**src/rtl/sound_pkg.sv**
```systemverilog
// Shared sound-controller constants: divisor base lookup, LFSR fill, envelope limits.
// Latency: none (constants and a pure function).
// Backpressure: none.
package sound_pkg;

    // Divider shifts at or above this value stop the noise clock entirely.
    localparam logic [3:0]  FROZEN_SHIFT = 4'd14;

    // Envelope volume ceiling.
    localparam logic [3:0]  VOL_MAX      = 4'd15;

    // LFSR reload pattern (all ones); callers truncate to their own width.
    localparam logic [31:0] LFSR_RESET   = 32'hFFFF_FFFF;

    // Divisor base in core clocks: code 0 -> 8, otherwise 16 * code (16..112).
    function automatic logic [6:0] div_base(input logic [2:0] code);
        return (code == 3'd0) ? 7'd8 : {code, 4'b0000};
    endfunction

endpackage

```
**src/rtl/sound_envelope.sv**
```systemverilog
// Volume envelope (volume, step counter, saturation); shared by channels 1, 2 and 4. Macro: SOUND_CH4_ENVELOPE_EN.
// Latency: registered; vol_next_o is the value the volume register takes at the next rising edge.
// Backpressure: none; a trigger in the same cycle as a tick discards the tick.
module sound_envelope
    import sound_pkg::*;
(
    input  logic       clk_i,
    input  logic       rst_ni,
    input  logic       trigger_i,
    input  logic       tick_i,
    input  logic [3:0] init_i,
    input  logic       dir_i,
    input  logic [2:0] period_i,
    output logic [3:0] vol_next_o
);

    logic [3:0] vol_q, vol_d;

`ifdef SOUND_CH4_ENVELOPE_EN
    logic [2:0] cnt_q, cnt_d;

    // Trigger reloads; otherwise each tick counts down and a count of 1 (or a stale 0) steps the volume.
    always_comb begin
        vol_d = vol_q;
        cnt_d = cnt_q;
        if (trigger_i) begin
            vol_d = init_i;
            cnt_d = period_i;
        end else if (tick_i && (period_i != 3'd0)) begin
            if (cnt_q > 3'd1) begin
                cnt_d = cnt_q - 3'd1;
            end else begin
                cnt_d = period_i;
                if (dir_i && (vol_q != VOL_MAX)) begin
                    vol_d = vol_q + 4'd1;
                end else if (!dir_i && (vol_q != 4'd0)) begin
                    vol_d = vol_q - 4'd1;
                end
            end
        end
    end

    // Envelope step counter register.
    always_ff @(posedge clk_i or negedge rst_ni) begin
        if (!rst_ni) cnt_q <= 3'd0;
        else         cnt_q <= cnt_d;
    end
`else
    logic unused_env;
    assign unused_env = ^{tick_i, dir_i, period_i};

    // Without envelope stepping the volume is simply latched at trigger.
    always_comb begin
        vol_d = trigger_i ? init_i : vol_q;
    end
`endif

    // Volume register.
    always_ff @(posedge clk_i or negedge rst_ni) begin
        if (!rst_ni) vol_q <= 4'd0;
        else         vol_q <= vol_d;
    end

    assign vol_next_o = vol_d;

endmodule

```
**src/rtl/sound_ctlr_ch4_noise.sv**
```systemverilog
// Channel-4 noise: divider-clocked long/short LFSR, length counter, envelope (SOUND_CH4_ENVELOPE_EN).
// Latency: all outputs registered; trigger, shift and length expiry are visible right after their edge.
// Backpressure: none; trigger wins over same-cycle length tick, envelope tick and timer expiry.
module sound_ctlr_ch4_noise
    import sound_pkg::*;
#(
    parameter int LFSR_WIDTH  = 15,
    parameter int SHORT_TAP   = 6,
    parameter int LEN_WIDTH   = 6,
    parameter int TIMER_WIDTH = 22
) (
    input  logic                 iClock,
    input  logic                 iReset,
    input  logic                 iTrigger,
    input  logic                 iLenTick,
    input  logic                 iEnvTick,
    input  logic [LEN_WIDTH-1:0] iLength,
    input  logic                 iLengthEn,
    input  logic [3:0]           iEnvInit,
    input  logic                 iEnvDir,
    input  logic [2:0]           iEnvPeriod,
    input  logic [3:0]           iShift,
    input  logic                 iShortMode,
    input  logic [2:0]           iDivCode,
    output logic [3:0]           oOut,
    output logic                 oEnabled
);

    localparam logic [LEN_WIDTH:0] LEN_FULL = {1'b1, {LEN_WIDTH{1'b0}}};
    localparam logic [LEN_WIDTH:0] LEN_ONE  = {{LEN_WIDTH{1'b0}}, 1'b1};

    logic [LFSR_WIDTH-1:0]  lfsr_q, lfsr_d, lfsr_step;
    logic [TIMER_WIDTH-1:0] timer_q, timer_d, period;
    logic [LEN_WIDTH:0]     len_q, len_d;
    logic                   en_q, en_d;
    logic [3:0]             out_q, out_d, vol_d;
    logic                   frozen, expire, fb, len_tick, len_expire, dac_off;

    // A frozen divider loads 0 on trigger, so the noise clock stays idle until the next trigger.
    assign frozen = (iShift >= FROZEN_SHIFT);
    assign period = frozen ? '0 : (TIMER_WIDTH'(div_base(iDivCode)) << iShift);
    assign expire = !iTrigger && !frozen && (timer_q == TIMER_WIDTH'(1));

    // One LFSR step; short mode also injects feedback at SHORT_TAP, giving a 7-bit cycle.
    assign fb = lfsr_q[0] ^ lfsr_q[1];
    always_comb begin
        lfsr_step = {fb, lfsr_q[LFSR_WIDTH-1:1]};
        if (iShortMode) lfsr_step[SHORT_TAP] = fb;
    end

    // Divider countdown: reload on trigger or expiry, hold while frozen or idle.
    always_comb begin
        timer_d = timer_q;
        if (iTrigger || expire) begin
            timer_d = period;
        end else if (!frozen && (timer_q != '0)) begin
            timer_d = timer_q - TIMER_WIDTH'(1);
        end
    end

    // LFSR next state.
    always_comb begin
        lfsr_d = lfsr_q;
        if (iTrigger)    lfsr_d = LFSR_WIDTH'(LFSR_RESET);
        else if (expire) lfsr_d = lfsr_step;
    end

    assign len_tick   = !iTrigger && iLenTick && iLengthEn && (len_q != '0);
    assign len_expire = len_tick && (len_q == LEN_ONE);
    assign dac_off    = (iEnvInit == 4'd0) && !iEnvDir;

    // Length counter and enable flag; DAC off overrides everything, including trigger.
    always_comb begin
        len_d = len_q;
        en_d  = en_q;
        if (iTrigger) begin
            len_d = LEN_FULL - {1'b0, iLength};
            en_d  = 1'b1;
        end else if (len_tick) begin
            len_d = len_q - LEN_ONE;
            if (len_expire) en_d = 1'b0;
        end
        if (dac_off) en_d = 1'b0;
    end

    sound_envelope u_env (
        .clk_i      (iClock),
        .rst_ni     (iReset),
        .trigger_i  (iTrigger),
        .tick_i     (iEnvTick),
        .init_i     (iEnvInit),
        .dir_i      (iEnvDir),
        .period_i   (iEnvPeriod),
        .vol_next_o (vol_d)
    );

    // Sample is built from next-state values so it changes on the same edge as its causes.
    assign out_d = (en_d && !lfsr_d[0]) ? vol_d : 4'd0;

    // Channel state registers.
    always_ff @(posedge iClock or negedge iReset) begin
        if (!iReset) begin
            lfsr_q  <= LFSR_WIDTH'(LFSR_RESET);
            timer_q <= '0;
            len_q   <= '0;
            en_q    <= 1'b0;
            out_q   <= 4'd0;
        end else begin
            lfsr_q  <= lfsr_d;
            timer_q <= timer_d;
            len_q   <= len_d;
            en_q    <= en_d;
            out_q   <= out_d;
        end
    end

    assign oOut     = out_q;
    assign oEnabled = en_q;

endmodule

```
**config.mk**
```make
export PLATFORM = sky130hd
export DESIGN_NAME = sound_ctlr_ch4_noise
export DESIGN_NICKNAME = d
export VERILOG_FILES = /design/src/rtl/sound_pkg.sv /design/src/rtl/sound_envelope.sv /design/src/rtl/sound_ctlr_ch4_noise.sv
export SDC_FILE = /design/constraint.sdc
export NUM_CORES = 1
export LEC_CHECK = 0
export ABC_CLOCK_PERIOD_IN_PS = 6600
export CAP_MARGIN = 20
export CORE_MARGIN = 3
export CORE_UTILIZATION = 35
export DETAILED_ROUTE_END_ITERATION = 10
export DONT_BUFFER_PORTS = 1
export PLACE_DENSITY_LB_ADDON = 0.2
export SLEW_MARGIN = 20
export SYNTH_ARGS = -nofsm -noshare
export SYNTH_HDL_FRONTEND = slang
export SYNTH_HIERARCHICAL = 1
export SYNTH_SLANG_ARGS = --single-unit
```
**constraint.sdc**
```tcl
create_clock -name iClock -period 6.6 [get_ports iClock]
set_input_delay 0.99 -clock iClock [delete_from_list [all_inputs] [get_ports iClock]]
set_output_delay 0.99 -clock iClock [all_outputs]
set_load 0.1 [all_outputs]
```
==> metrics.md <==
| Metric | Value |
|---|---|
| Final min period | 2.669 ns |
| Cell area after layout | 3538 um2 |
| Worst-Margin Slew | 0.9192 ns |
| Slew headroom | 38.72% |
| Tot Pwr | 0.0008416 W |
| DR DRC count | 0 |
| Hold Vio Cnt, Final | 0 |
| Power Dens Cells | 237.8 nW/um2 |
| RSZ-0062 raised after global routing | no |
| Hold Crit Class | input pin to asynchronous set/reset pin |
| Postcts setup bufs | 0 |
| Port Buffer Count | 0 |
| Final GP Congestion | 0.8419 |
| IR drop worst, VDD | 0.09213 mV |
| Number of synthesized register bits | 53 |
| First-pass GRT wire length | 13.63 mm |
| Part of the cycle the worst path needs | 40.43% |
| Post-DP Area | 3430 um2 |
| Post-synth EDFFs | 0 |
| Placed wire-length estimate | 5.420 mm |
| NumNets Final | 393 |
| Cell variety after synth | 60 |
| Synth-to-Final Area Change | 6.116% |
| CTS Root Cell | clkbuf_8 |
| Commonest cells post-synth | dfrtp_1 (38), nand2_1 (29), nor2_1 (29) |
| Ys async rst share | 100.0% |
| Clk_skew | 0.006608 ns |
| Startpoint types | register |
| Worst path required time | 6.85 ns |
| CP Capture Type | register |
| Final ANT Viol Nets | 0 |
| Clock transition at the registers of the reported paths | 0.10 ns |
| 1st-iter DRT viols | 218 |
| Die Wd | 103.6 um |
| Clk sinks | 53 |
| Yosys warns | 6 |
| Antenna violations before repair | 0 |
| # diodes | 0 |
| CP Class | register to register |
| Syn avg cell area | 9.036 um2 |
| FILL cells | 901 |
| Hold Worst Slack | 0.3569 ns |
| Via/cell ratio | 5.535 |
| CP max FO | 16 |
| Area fraction of the dominant cell type after synthesis | 28.52% |
| Routed WL | 7.697 mm |
| Fmax | 374.7 MHz |
| Total grt overflow | 0 |
| Highest-delay cell along the critical path | or4_4 |
| Router iterations before antenna repair | 4 |
| CTS tree | done |
| Initial Util | 37.15% |
| Worst path cell trace | nor4_4, nand4_2, or4_4, a21oi_1, and2_1 |
| Leak | 1.307 nW |
| Global-route usage over all layers | 15.20% |
| Total of max-cap violations | 0 |
| Share of layout cells above drive strength 1 | 11.11% |
| Most frequent cell after synthesis | dfrtp_1 |
| Die ar. | 10730 um2 |
| Critical path arrival | 2.92 ns |
| Row count | 34 |
| Synth top area cells | dfrtp_1 (29%), dfstp_2 (12%), o21ai_0 (3.9%) |
| Max Root-Sink Buffers | 2 |
| DR vias | 2690 |
| Clock latency on the worst-skew pair | 0.31 ns |
| Vias in the first global route | 2696 |
| Max Slew Vio Count | 0 |
| Routed len/inst | 15.84 um |
| Num CTS Buffers | 5 |
| I/O Pins | 33 |
| Hold_buf cts | 0 |
| Die Span Y | 103.6 um |
| Largest net degree at the start of global routing | 54 |
| Core area | 8976 um2 |
| Sequential element share of the synthesized area | 40.34% |
| Post-CTS Resized | 0 |
| Endpoints failing setup | 0 |
| Syn Inst Count | 369 |
| H-tree levels | 2 |
| Status | completed |
| Slowest stage delay, CP | 0.74 ns |
| Syn nets | 403 |
| Post-route setup TNS | 0 ns |
| Syn Std Cell Area | 3334 um2 |
| Top FF cell, synth | dfrtp_1 |
| Most area-hungry cell type in the Yosys netlist | dfrtp_1 |
[cells by family after synthesis]
group / Yosys count / share of synthesized area [%]
muxes: 10 / 3.227
adders and majority gates: 6 / 2.251
and+or+nand+nor: 160 / 26.94
AOI/OAI and AO/OA: 92 / 18.57
xor gates and xnor gates: 20 / 5.253
DFF: 53 / 40.34
buffers and inverters: 28 / 3.415
[metal layers]
metal / vias to the layer above / routed length, um / global-route usage, %
li1: 1326 / - / -
met1: 1301 / 3806 / 21.34
met2: 56 / 3447 / 23.50
met3: 7 / 351 / 3.669
met4: 0 / 92 / 3.989
met5: - / 0 / 0
[state kept, by name, summed over array words and instances, names as in the netlist]
register	cells
lfsr_q	15
oOut	4
u_env/vol_q	4
timer_q	22
oEnabled	1
len_q	7
[power by group]
group	switching, W	internal (W)	leakage (nW)
registers	0.0000470	0.000359	0.645
logic	0.000129	0.0000939	0.605
clock network	0.000114	0.0000988	0.0569
[final timing paths]
kind                                            end  slack, ns  cells after the start                startpoint
setup / recovery                  oOut[3]$_DFF_PN0_       3.93                      5    timer_q[6]$_DFFE_PN0P_
hold / removal                 len_q[3]$_DFFE_PN0P_       0.36                      0                    iReset
setup reg to reg                  oOut[3]$_DFF_PN0_       3.93                      5    timer_q[6]$_DFFE_PN0P_
hold reg to reg            u_env/vol_q[0]$_DFF_PN0_       0.50                      1  u_env/vol_q[0]$_DFF_PN0_
max in group asynchronous       lfsr_q[0]$_DFF_PN1_       6.05                      0                    iReset
min in group iClock        u_env/vol_q[0]$_DFF_PN0_       0.50                      1  u_env/vol_q[0]$_DFF_PN0_
[through the flow]
stage          cells  setup slack (ns)  utilization [%]
6_report         486             3.931            39.42
5_1_grt          486             3.705            39.42
4_1_cts          486             3.961            39.42
3_5_place_dp     478             3.832            38.21
3_3_place_gp     478             3.831            38.21
2_1_floorplan    369             4.233                -
[cell type report]
cell class / count / area (um2) / share of cell area (%)
Clock buffer: 6 / 93.84 / 2.652
Clock inverter: 2 / 15.01 / 0.4243
Inverter: 10 / 37.54 / 1.061
Multi-Input combinational cell: 288 / 1882 / 53.18
Sequential cell: 53 / 1345 / 38.01
Tap cell: 126 / 157.7 / 4.455
Timing Repair Buffer: 1 / 7.507 / 0.2122
[worst max-delay path, delay by kind of cell (launching register included)]
kind | cells | cell delay [ns]
flip-flops | 1 | 0.45
AO/OA/AOI/OAI | 1 | 0.32
AND/OR/NAND/NOR | 4 | 1.83
[layout by cell type (no fill, tap or decap), types with 4 or more instances in the layout]
master,instances
dfrtp_1,38
nor2_1,29
nand2_1,29
o21ai_0,26
a21oi_1,15
dfstp_2,15
a211o_1,14
and2_1,12
xor2_1,12
nand3_1,11
inv_1,10
or3_1,10
nor3_1,9
nor4_1,9
xnor2_1,8
nor2b_1,7
and2_0,6
or4_1,6
nand3b_1,6
nand2b_1,6
mux2_2,6
ha_1,6
clkbuf_8,5
mux2i_1,4
nand4_1,4
a22oi_1,4
a211oi_1,4
Note: power is estimated with default switching activity, not from simulation.
